**config.mk**
```make
export PLATFORM = sky130hd
export DESIGN_NAME = adder_seq
export DESIGN_NICKNAME = d
export VERILOG_FILES = /design/src/rtl/adder_pkg.sv /design/src/rtl/add_slice.sv /design/src/rtl/adder_seq.sv
export SDC_FILE = /design/constraint.sdc
export NUM_CORES = 1
export LEC_CHECK = 0
export CAP_MARGIN = 20
export CORE_ASPECT_RATIO = 0.8
export CORE_MARGIN = 2
export CORE_UTILIZATION = 56
export CTS_BUF_LIST = sky130_fd_sc_hd__clkbuf_16
export CTS_CLUSTER_SIZE = 16
export DETAILED_ROUTE_END_ITERATION = 10
export GPL_TIMING_DRIVEN = 1
export PLACE_DENSITY = 0.94
export SLEW_MARGIN = 20
export SYNTH_ARGS = -nofsm -noshare
export SYNTH_HDL_FRONTEND = slang
export SYNTH_HIERARCHICAL = 1
export SYNTH_SLANG_ARGS = --single-unit
```
**constraint.sdc**
```tcl
create_clock -name CLK -period 7 [get_ports CLK]
set_input_delay 0.7 -clock CLK [delete_from_list [all_inputs] [get_ports CLK]]
set_output_delay 0.7 -clock CLK [all_outputs]
set_load 0.05 [all_outputs]
```
**src/rtl/adder_pkg.sv**
```systemverilog
// Shared types and sizing helpers for the slice-serial adder (adder_seq).
package adder_pkg;

    typedef enum logic [1:0] {
        IDLE = 2'd0,
        RUN  = 2'd1,
        FIN  = 2'd2
    } adder_state_e;

    function automatic int nslice(input int width, input int slice);
        return (slice > 0) ? (width / slice) : 1;
    endfunction

    // Slice index width; never narrower than one bit so NSLICE=1 still has a counter.
    function automatic int idx_width(input int n);
        return (n > 1) ? $clog2(n) : 1;
    endfunction

endpackage

```
**src/rtl/add_slice.sv**
```systemverilog
// Combinational SLICE-bit adder with carry-out and carry into the slice MSB.
module add_slice #(
    parameter int SLICE = 8
) (
    input  logic [SLICE-1:0] a,
    input  logic [SLICE-1:0] b,
    input  logic             cin,
    output logic [SLICE-1:0] s,
    output logic             cout,
    output logic             c_msb
);

    always_comb begin
        {cout, s} = {1'b0, a} + {1'b0, b} + {{SLICE{1'b0}}, cin};
        // Sum bit = a ^ b ^ carry_in, so the carry into the MSB falls out directly.
        c_msb = s[SLICE-1] ^ a[SLICE-1] ^ b[SLICE-1];
    end

endmodule

```
**src/rtl/adder_seq.sv**
```systemverilog
// Multi-cycle adder: one SLICE-bit slice per clock, START/DONE handshake.
// Optional macro ADDER_SUB_EN adds the SUB port (A - B - CIN as A + ~B + !CIN).
module adder_seq
    import adder_pkg::*;
#(
    parameter int WIDTH = 32,
    parameter int SLICE = 8
) (
    input  logic             CLK,
    input  logic             RST,
    input  logic             START,
    input  logic [WIDTH-1:0] A,
    input  logic [WIDTH-1:0] B,
    input  logic             CIN,
`ifdef ADDER_SUB_EN
    input  logic             SUB,
`endif
    output logic             BUSY,
    output logic             DONE,
    output logic [WIDTH-1:0] DOUT,
    output logic             COUT,
    output logic             OVF,
    output logic             ZERO,
    output adder_state_e     DBG_STATE
);

    localparam int NSLICE = nslice(WIDTH, SLICE);
    localparam int IDX_W  = idx_width(NSLICE);

    if ((SLICE < 1) || ((WIDTH % SLICE) != 0)) begin : g_param_check
        $fatal(1, "adder_seq: WIDTH must be a non-zero multiple of SLICE");
    end

    // Handshake: START is taken only when BUSY=0 (IDLE or FIN); DONE is a
    // one-cycle pulse and DOUT/COUT/OVF/ZERO are valid from DONE until the next one.

    adder_state_e     state_q, state_d;
    logic [IDX_W-1:0] idx_q, idx_d;
    logic [WIDTH-1:0] a_q, a_d, b_q, b_d, acc_q, acc_d;
    logic             c_q, c_d;
    logic             busy_q, busy_d, done_q, done_d;
    logic [WIDTH-1:0] dout_q, dout_d;
    logic             cout_q, cout_d, ovf_q, ovf_d, zero_q, zero_d;

    logic [SLICE-1:0] sl_a, sl_b, sl_s;
    logic             sl_cout, sl_cmsb;
    logic [WIDTH-1:0] acc_next;
    logic             last_slice;

    always_comb begin
        sl_a = '0;
        sl_b = '0;
        for (int i = 0; i < NSLICE; i++) begin
            if (idx_q == IDX_W'(i)) begin
                sl_a = a_q[i*SLICE +: SLICE];
                sl_b = b_q[i*SLICE +: SLICE];
            end
        end
    end

    add_slice #(.SLICE(SLICE)) u_slice (
        .a     (sl_a),
        .b     (sl_b),
        .cin   (c_q),
        .s     (sl_s),
        .cout  (sl_cout),
        .c_msb (sl_cmsb)
    );

    always_comb begin
        acc_next = acc_q;
        for (int i = 0; i < NSLICE; i++) begin
            if (idx_q == IDX_W'(i)) begin
                acc_next[i*SLICE +: SLICE] = sl_s;
            end
        end
    end

    assign last_slice = (idx_q == IDX_W'(NSLICE - 1));

    always_comb begin
        state_d = state_q;
        idx_d   = idx_q;
        a_d     = a_q;
        b_d     = b_q;
        c_d     = c_q;
        acc_d   = acc_q;
        busy_d  = busy_q;
        done_d  = 1'b0;
        dout_d  = dout_q;
        cout_d  = cout_q;
        ovf_d   = ovf_q;
        zero_d  = zero_q;

        case (state_q)
            IDLE, FIN: begin
                if (START) begin
                    a_d     = A;
`ifdef ADDER_SUB_EN
                    b_d     = SUB ? ~B : B;
                    c_d     = SUB ? ~CIN : CIN;
`else
                    b_d     = B;
                    c_d     = CIN;
`endif
                    idx_d   = '0;
                    busy_d  = 1'b1;
                    state_d = RUN;
                end else begin
                    busy_d  = 1'b0;
                    state_d = IDLE;
                end
            end
            RUN: begin
                acc_d = acc_next;
                c_d   = sl_cout;
                idx_d = idx_q + IDX_W'(1);
                if (last_slice) begin
                    // The final slice is folded in via acc_next, not the stale acc_q.
                    dout_d  = acc_next;
                    cout_d  = sl_cout;
                    ovf_d   = sl_cmsb ^ sl_cout;
                    zero_d  = (acc_next == '0);
                    done_d  = 1'b1;
                    busy_d  = 1'b0;
                    state_d = FIN;
                end
            end
            default: begin
                busy_d  = 1'b0;
                state_d = IDLE;
            end
        endcase
    end

    always_ff @(posedge CLK) begin
        if (RST) begin
            state_q <= IDLE;
            idx_q   <= '0;
            a_q     <= '0;
            b_q     <= '0;
            c_q     <= 1'b0;
            acc_q   <= '0;
            busy_q  <= 1'b0;
            done_q  <= 1'b0;
            dout_q  <= '0;
            cout_q  <= 1'b0;
            ovf_q   <= 1'b0;
            zero_q  <= 1'b0;
        end else begin
            state_q <= state_d;
            idx_q   <= idx_d;
            a_q     <= a_d;
            b_q     <= b_d;
            c_q     <= c_d;
            acc_q   <= acc_d;
            busy_q  <= busy_d;
            done_q  <= done_d;
            dout_q  <= dout_d;
            cout_q  <= cout_d;
            ovf_q   <= ovf_d;
            zero_q  <= zero_d;
        end
    end

    assign BUSY      = busy_q;
    assign DONE      = done_q;
    assign DOUT      = dout_q;
    assign COUT      = cout_q;
    assign OVF       = ovf_q;
    assign ZERO      = zero_q;
    assign DBG_STATE = state_q;

endmodule
```
## After elaboration in Yosys (flattened, before gate mapping)

Cells that the tools add are included.
W data, S select, Z words.

- Reductions and logical operators: 9
- Muxes and demuxes: 23
- Eq/ne operators: 7
- Bitwise gates (word level): 4
- Add/subtract/negate cells: 3

Operators with widths:

| operator | number |
|---|---|
| $mux W8 | 12 |
| $logic_not A32 Y1 | 1 |
| $add A8 B8 Y9 | 1 |
| $add A9 B1 Y9 | 1 |
| $pmux W2 S2 | 2 |
| $eq A2 B2 Y1 const B | 3 |
| $reduce_and A2 Y1 | 3 |
| $mux W1 | 5 |
| $eq A2 B1 Y1 const B | 2 |
| $logic_not A2 Y1 | 2 |
| $mux W2 | 2 |
| $ne A2 B2 Y1 const B | 2 |
| $pmux W1 S2 | 2 |
| $reduce_or A2 Y1 | 2 |
| $xor A1 B1 Y1 | 3 |
| $add A2 B1 Y2 const B | 1 |
| $reduce_bool A2 Y1 | 1 |
| $not A1 Y1 | 1 |

- Output and inout bits: 39
- Flip-flop bits (word level): 138

## Depth between registers and ports, before layout

Gate-level depths: netlist (run 1).

- Depth after elaboration: 10
- Depth in mapped cells: 18
- Gate-level depth less buffers: 15

## Hierarchy

Netlist (run 1), hierarchy kept.

By module, submodules not included:

| module | seq. area each (µm²) | area each (µm²) | cells each | times used |
|---|---|---|---|---|
| adder_seq | 2602.5 | 5460.2 | 688 | 1 |
| add_slice | 0.0 | 376.6 | 44 | 1 |

## Worst setup path before layout (run 1)

No wires, ideal clock.

- Path type: register to register
- From: register idx_q[0]
- To: register zero_q (netlist: ZERO)
- Data arrival time: 3.819 ns
- Clock period less this slack: 3.888 ns
- Stages on the path, launching flop included: 17
- Library setup time: 0.069 ns
- Required time: 6.931 ns
- Buffers on the path: 2
- Path slack: 3.112 ns
- Cell sequence: dfxtp_1 inv_1 ha_1 buf_2 buf_1 a21oi_1 a21oi_1 o21ai_0 fa_1 fa_1 a21o_2 a21oi_1 xnor2_1 or4_4 nor4_2 o2111ai_1 o21ai_1

- Cells in the longest elaborated chain, start to end: 9
- Elaborated cells between the ends (all ways): 20

Ends and longest elaborated chain:

| item | line | source |
|---|---|---|
| start: declaration | adder_seq.sv:38 | `logic [IDX_W-1:0] idx_q, idx_d;` |
| start signal: assignment | adder_seq.sv:152 | `idx_q <= idx_d;` |
| $logic_not A2 Y1 | adder_seq.sv:54 | `if (idx_q == IDX_W'(i)) begin` |
| $mux W8 (3 in series) | adder_seq.sv:54 |  |
| $mux W8 * | adder_seq.sv:54 |  |
| net sl_a[0] | adder_seq.sv:45 | `logic [SLICE-1:0] sl_a, sl_b, sl_s;` |
| $add A8 B8 Y9 * | add_slice.sv:14 | `{cout, s} = {1'b0, a} + {1'b0, b} + {{SLICE{1'b0}}, cin};` |
| $add A9 B1 Y9 * | add_slice.sv:14 |  |
| net sl_s[4] | adder_seq.sv:45 |  |
| $mux W8 | adder_seq.sv:73 | `if (idx_q == IDX_W'(i)) begin` |
| $logic_not A32 Y1 * | adder_seq.sv:123 | `zero_d = (acc_next == '0);` |
| end signal: assignment | adder_seq.sv:162 | `zero_q <= zero_d;` |
| end: declaration | adder_seq.sv:43 | `logic cout_q, cout_d, ovf_q, ovf_d, zero_q, zero_d;` |

The timed path passes the listed nets; every way through them passes the cells marked *.
A chain may end at the register's enable or synchronous reset.

## Final worst setup path (run 1)

Ends and elaborated chain as after synthesis.

==> run_results.csv, run 1 <==
group,metric,value,unit
power,peakVddDrop,0.215,mV
min_path,hold_class,"reg2reg",
cells_and_area,area_growth,28.4,%
timing,fin_crit_sh,67.3,%
global_routing,grt_pass1_vias,5259,
critical_path,rr_startpoint,"idx_q[0]",
timing,slew_headroom,29.4,%
cells_and_area,fin_nets,882,
drt,drc,0,
critical_path,crit_slowest_cell,"ha_2",
clocking,clk_path_buf_depth,2,
clocking,post_cts_resized,0,
clocking,cts_tree,"built",
critical_path,end_kind,"register",
synthesis,synth.distinct_cells,45,
critical_path,critPathRequiredTime,7.35,ns
critical_path,reg2reg_depth,14,
drt,highest_layer,"met4",
timing,max_freq,0.212,GHz
drt,drt_iter0_markers,573,
timing,hold_viol,0,
synthesis,netlist_instances,732,
clocking,ctsRootBufferMaster,"clkbuf_16",
timing,rsz0062_at_grt,"no",
cells_and_area,fin_util,73.5,%
die,dieWidth,118,um
synthesis,netlist_area,5840,sq um
critical_path,critPathCapture,"ZERO",
timing,skew,0.00579,ns
timing,worstMarginPinSlew,1.06,ns
run_status,status,"completed",
critical_path,critPathLaunch,"idx_q[0]",
clocking,numClockSinks,130,
job,drv_cap,0,
power,powerDensity,265,nW/um^2
drt,routedWlPerCell,16.6,um
clocking,cts_buffers,17,
drt,wl_met2,7480,um
timing,maxSlewViolCount,0,
timing,setup_viol,0,
die,core,10200,sq um
critical_path,reg2reg_slack,2.29,ns
drt,ant_nets,0,
global_routing,grt_overflow,0,
timing,layout_min_cycle_time,4.71,ns
synthesis,synthTopCellsByArea,"dfxtp_1, nand2_1, a21oi_1",
synthesis,synth_commonest_cells,"nand2_1, dfxtp_1, a21oi_1, nor2_1, mux2i_1",
die,rows,33,
global_routing,antenna_found_initial,0,
power,p_sw_share,25.8,%
power,intPower,1470,uW
global_routing,track_usage,28.2,%
placed_design,post-dp-hpwl,10200,um
critical_path,path_class,"reg2reg",
placed_design,gp_congestion,0.863,
synthesis,synth_most_common_cell,"nand2_1",
clocking,cts-hold-fix-buffers,0,
cells_and_area,insertedDiodeCount,0,
clocking,clk_latency,0.42,ns
clocking,cts.clk_slew.worst_paths,0.06,ns
drt,met1_length,6570,um
critical_path,arrival,5.06,ns
drt,drt_pre_antenna_iters,5,
power,p_seq_share,39.8,%
power,p_sw,512,uW
power,clockPowerShare,46.7,%
power,leakagePower,0.00279,uW
synthesis,avgSynthCellArea,7.97,sq um
synthesis,async_flop_share,0,%
critical_path,crit_top_cell,"a21oi_1",
drt,num_vias,5477,
die,dieArea,11300,sq um
synthesis,syn-num-nets,813,
die,die_h,95.3,um
critical_path,r2r_end,"ZERO",
drt,vias_per_cell,5.74,
timing,finalSetupTns,0,ns
critical_path,path_cells,"inv_1 > ha_2 > a21oi_1 > a21oi_1 > o21ai_0 > fa_1 > fa_1 > a21o_2 > a21oi_1 > xnor2_1 > or4_4 > nor4_2 > o2111ai_1 > o21ai_1",
clocking,post_cts_buffers,0,
die,ioPinCount,107,
die,start_util,57.2,%
synthesis,synth_seq_area_share,44.6,%
synthesis,yosys.area.top_type,"dfxtp_1",
global_routing,grt_max_degree,106,
synthesis,synth_warnings,6,
power,combPwrFrac,13.5,%
placed_design,port_buffers,106,
clocking,htreeDepth,4,
synthesis,synthFlopType,"dfxtp_1",
synthesis,ys_ff_latch,130,
critical_path,crit_fanout,49,
cells_and_area,drive_gt1_share,6.02,%
critical_path,startpoint_type,"register",
synthesis,synth_edf_count,0,
global_routing,grt_pass1_wl,25100,um
drt,wl,15800,um
drt,wl_met3,1410,um
critical_path,max_stage_delay,0.83,ns
synthesis,synth_top_area_share,44.6,%
==> final cells by class <==
class                           instances  area (sq um)
Tap cell                              140           175
Inverter                                6          22.5
Fill cell                             708          2710
Multi-Input combinational cell        534          2960
Timing Repair Buffer                  112          1120
Clock buffer                           17           425
Clock inverter                         15           191
Sequential cell                       130          2600
==> per-layer routing <==
metal  vias up  GRT usage, %
met2       271          48.8
met3        44          7.24
li1       2634             -
met1      2528          33.5
met4         0          12.6
met5         -             0
==> registers in the layout, indices dropped and copies added (netlist names) <==
register and flops:
BUSY 1, COUT 1, DBG_STATE 2, DONE 1
DOUT 32, OVF 1, ZERO 1, a_q 32
acc_q 24, b_q 32, c_q 1, idx_q 2
==> kinds of logic after synthesis <==
kind of cell / share of synthesized area [%]
compound gates: 17.8
flops: 44.6
mux: 6.52
buf+inv: 4.93
fa+ha+maj: 3.04
simple gates: 21.8
xor+xnor: 1.29
==> power by group through the flow <==
| stage | logic, uW | registers [uW] | clock network [uW] |
|---|---|---|---|
| after floorplan | 173 | 802 | 0 |
| after global placement | 247 | 803 | 0 |
| after detailed placement | 258 | 804 | 0 |
| after CTS | 262 | 789 | 927 |
| after global routing | 287 | 792 | 958 |
| final | 269 | 790 | 926 |
==> worst max-delay path, delay by kind of cell (launching register included) <==
| kind | cells | cell delay (ns) |
|---|---|---|
| XOR/XNOR | 1 | 0.30 |
| AO/OA/AOI/OAI | 7 | 1.25 |
| buffers and inverters | 1 | 0.13 |
| flip-flops | 1 | 0.33 |
| AND/OR/NAND/NOR | 2 | 0.76 |
| adder cells (fa/ha/maj) | 3 | 1.86 |
==> through the flow <==
stage / cell area [sq um] / cells / setup slack (ns) / hold slack, ns / power [uW]
floorplan: 5840 / 732 / 3.11 / 0.432 / 975
global placement: 6860 / 921 / 2.74 / 0.442 / 1050
detailed placement: 6880 / 922 / 2.49 / 0.448 / 1060
CTS: 7490 / 954 / 2.43 / 0.456 / 1980
global route: 7490 / 954 / 1.98 / 0.471 / 2040
finish: 7490 / 954 / 2.29 / 0.457 / 1980
==> layout by cell type (no fill, tap or decap), types with 3 or more instances in the layout <==
| cell | instances |
|---|---|
| ha_1 | 10 |
| a211oi_1 | 26 |
| mux2i_1 | 38 |
| buf_4 | 6 |
| xnor2_1 | 4 |
| clkdlybuf4s50_1 | 105 |
| inv_1 | 7 |
| nor3_1 | 8 |
| o21ai_0 | 21 |
| dfxtp_1 | 130 |
| nor4_1 | 3 |
| clkbuf_16 | 17 |
| clkinv_4 | 3 |
| nand3b_1 | 17 |
| bufinv_16 | 4 |
| nor2b_1 | 3 |
| a21oi_1 | 120 |
| nor2_1 | 46 |
| nand3_1 | 9 |
| nand2_1 | 192 |
==> how the worst min path moves through the flow <==
stage | from | end | cells past startpoint
floorplan | acc_q[18] | acc_q[18] | 2
global placement | acc_q[18] | acc_q[18] | 2
detailed placement | b_q[2] | b_q[2] | 2
CTS | b_q[2] | b_q[2] | 2
global route | b_q[29] | b_q[29] | 2
finish | b_q[29] | b_q[29] | 2
No activity file was read; power rests on OpenSTA's default activity.
==> run 2, diff against run 1 <==
CORE_UTILIZATION = 47   (was 56)
PLACE_DENSITY = 0.85   (was 0.94)
clock period = 3.8 ns   (was 7 ns; I/O delays follow)
==> run_results.csv, run 2 (synthesis gave the netlist of run 1 again) <==
group,metric,value,unit
run_status,status,"completed",
critical_path,critPathRequiredTime,4.16,ns
timing,worstMarginPinSlew,1.01,ns
die,dieWidth,129,um
drt,ant_nets,0,
die,rows,36,
timing,fin_crit_sh,97.0,%
clocking,cts.clk_slew.worst_paths,0.06,ns
clocking,clk_latency,0.43,ns
cells_and_area,insertedDiodeCount,0,
drt,routedWlPerCell,16.1,um
clocking,numClockSinks,130,
global_routing,grt_max_degree,72,
power,p_seq_share,38.9,%
critical_path,arrival,4.04,ns
timing,skew,0.0148,ns
timing,layout_min_cycle_time,3.69,ns
drt,wl,15800,um
power,leakagePower,0.00288,uW
cells_and_area,drive_gt1_share,8.69,%
power,combPwrFrac,14.3,%
die,start_util,48.0,%
global_routing,antenna_found_initial,0,
cells_and_area,area_growth,31.4,%
power,clockPowerShare,46.7,%
cells_and_area,mostFrequentLayoutCells,"nand2_1, dfxtp_1, a21oi_1",
timing,maxSlewViolCount,0,
critical_path,path_cells,"inv_1 > ha_2 > nand3b_1 > a21oi_1 > a21oi_1 > o21ai_0 > fa_2 > fa_1 > a21o_2 > a21oi_4 > xnor2_2 > or4_4 > nor4_4 > o2111ai_1 > o21ai_1",
timing,max_freq,0.271,GHz
critical_path,max_stage_delay,0.56,ns
power,intPower,2750,uW
timing,setup_viol,0,
timing,hold_viol,0,
timing,setup_ws,0.114,ns
placed_design,gp_congestion,0.870,
placed_design,post-dp-hpwl,10300,um
critical_path,startpoint_type,"register",
job,drv_cap,0,
power,powerDensity,487,nW/um^2
clocking,cts-hold-fix-buffers,0,
critical_path,reg2reg_depth,15,
drt,num_vias,5432,
cells_and_area,fin_nets,897,
critical_path,critPathTopFamily,"compound AO/OA/AOI/OAI gates",
die,ioPinCount,107,
global_routing,track_usage,23.8,%
power,p_sw_share,26.3,%
critical_path,cp.depth,15,
min_path,hold_class,"reg2reg",
clocking,cts_tree,"built",
power,p_sw,984,uW
timing,slew_headroom,32.6,%
clocking,clk_path_buf_depth,2,
cells_and_area,layout.cell_area.non_filler,7670,sq um
drt,drc,0,
critical_path,crit_fanout,4,
cells_and_area,final_common_cell,"nand2_1",
clocking,htreeDepth,4,
critical_path,cp_num_buf_inv,1,
drt,vias_per_cell,5.54,
die,core,12200,sq um
die,dieArea,13300,sq um
clocking,cts_buffers,17,
placed_design,placedInstanceArea,7000,sq um
die,die_h,104,um
drt,drt_pre_antenna_iters,5,
critical_path,crit_slowest_cell,"or4_4",
global_routing,grt_overflow,0,
placed_design,dp_slack,0.135,ns
placed_design,port_buffers,106,
global_routing,grt_pass1_vias,5248,
critical_path,path_class,"reg2reg",
critical_path,end_kind,"register",
cells_and_area,fin_util,63.0,%
power,peakVddDrop,0.429,mV
cells_and_area,nFillCells,1027,
clocking,ctsRootBufferMaster,"clkbuf_16",
critical_path,crit_top_cell,"a21oi_1",
min_path,whs_path_depth,2,
global_routing,grt_pass1_wl,25200,um
drt,drt_iter0_markers,586,
-- run 2: changes by cell type in the layout (fill, tap and decap cells not counted), moves of 2 or more --
cell	before	now
o21ai_0	21	17
ha_2	1	3
ha_1	10	8
inv_6	1	5
o21ai_1	1	4
buf_4	6	21
clkinv_4	3	1
-- run 2: repair_timing --
item	in CTS	in global routing
setup endpoints to repair	0	5
gates resized for setup	0	12
buffers inserted	0	1
-- run 2: routing by layer --
| layer | wire length [um] | global-route usage, % | vias up | share of wire [%] |
|---|---|---|---|---|
| met5 | 0 | 0 | - | 0 |
| met4 | 427 | 8.93 | 0 | 2.7 |
| met3 | 1290 | 6.92 | 50 | 8.1 |
| met2 | 7210 | 36.6 | 227 | 46 |
| met1 | 6890 | 31.6 | 2495 | 44 |
| li1 | - | - | 2660 | - |
-- run 2: tightest hold or removal path, stage by stage, from the launching register on --
cell	delay (ns)
dfxtp_1	0.30
nand2_1	0.05
a21oi_1	0.05
-- run 2: per-stage QoR --
stage	hold slack, ns	setup TNS [ns]	std cells	power [uW]
finish	0.454	0	981	3740
global placement	0.438	0	948	1970
CTS	0.456	0	980	3720
global route	0.475	-0.0226	981	3860
detailed placement	0.448	0	948	1980
floorplan	0.432	0	732	1800
-- run 2: worst paths after layout --
kind                  from    to  slack [ns]
setup / recovery  idx_q[0]  ZERO        0.11
setup reg to reg  idx_q[0]  ZERO        0.11
hold reg to reg       COUT  COUT        0.45
hold / removal        COUT  COUT        0.45
-- run 2: power by group through the flow --
stage / combinational, uW / sequential [uW] / clock [uW]
floorplan: 322 / 1480 / 0
global placement: 491 / 1480 / 0
detailed placement: 503 / 1480 / 0
CTS: 511 / 1450 / 1760
global route: 578 / 1460 / 1820
finish: 536 / 1450 / 1750
-- run 2: final cells by class --
class / count / area, sq um / share of cell area [%]
clock inverters: 15 / 204 / 2.66
clock buffers: 17 / 425 / 5.55
inverters: 6 / 22.5 / 0.294
well taps: 152 / 190 / 2.48
flip-flops and latches: 130 / 2600 / 33.9
multi-input cells: 534 / 3000 / 39.1
repair buffers: 127 / 1220 / 16.0
==> run 3, diff against run 2 <==
SKIP_CTS_REPAIR_TIMING = 1   (was default)
==> results of run 3 <==
Final layout, timing and power as in run 2 (identical DEF).
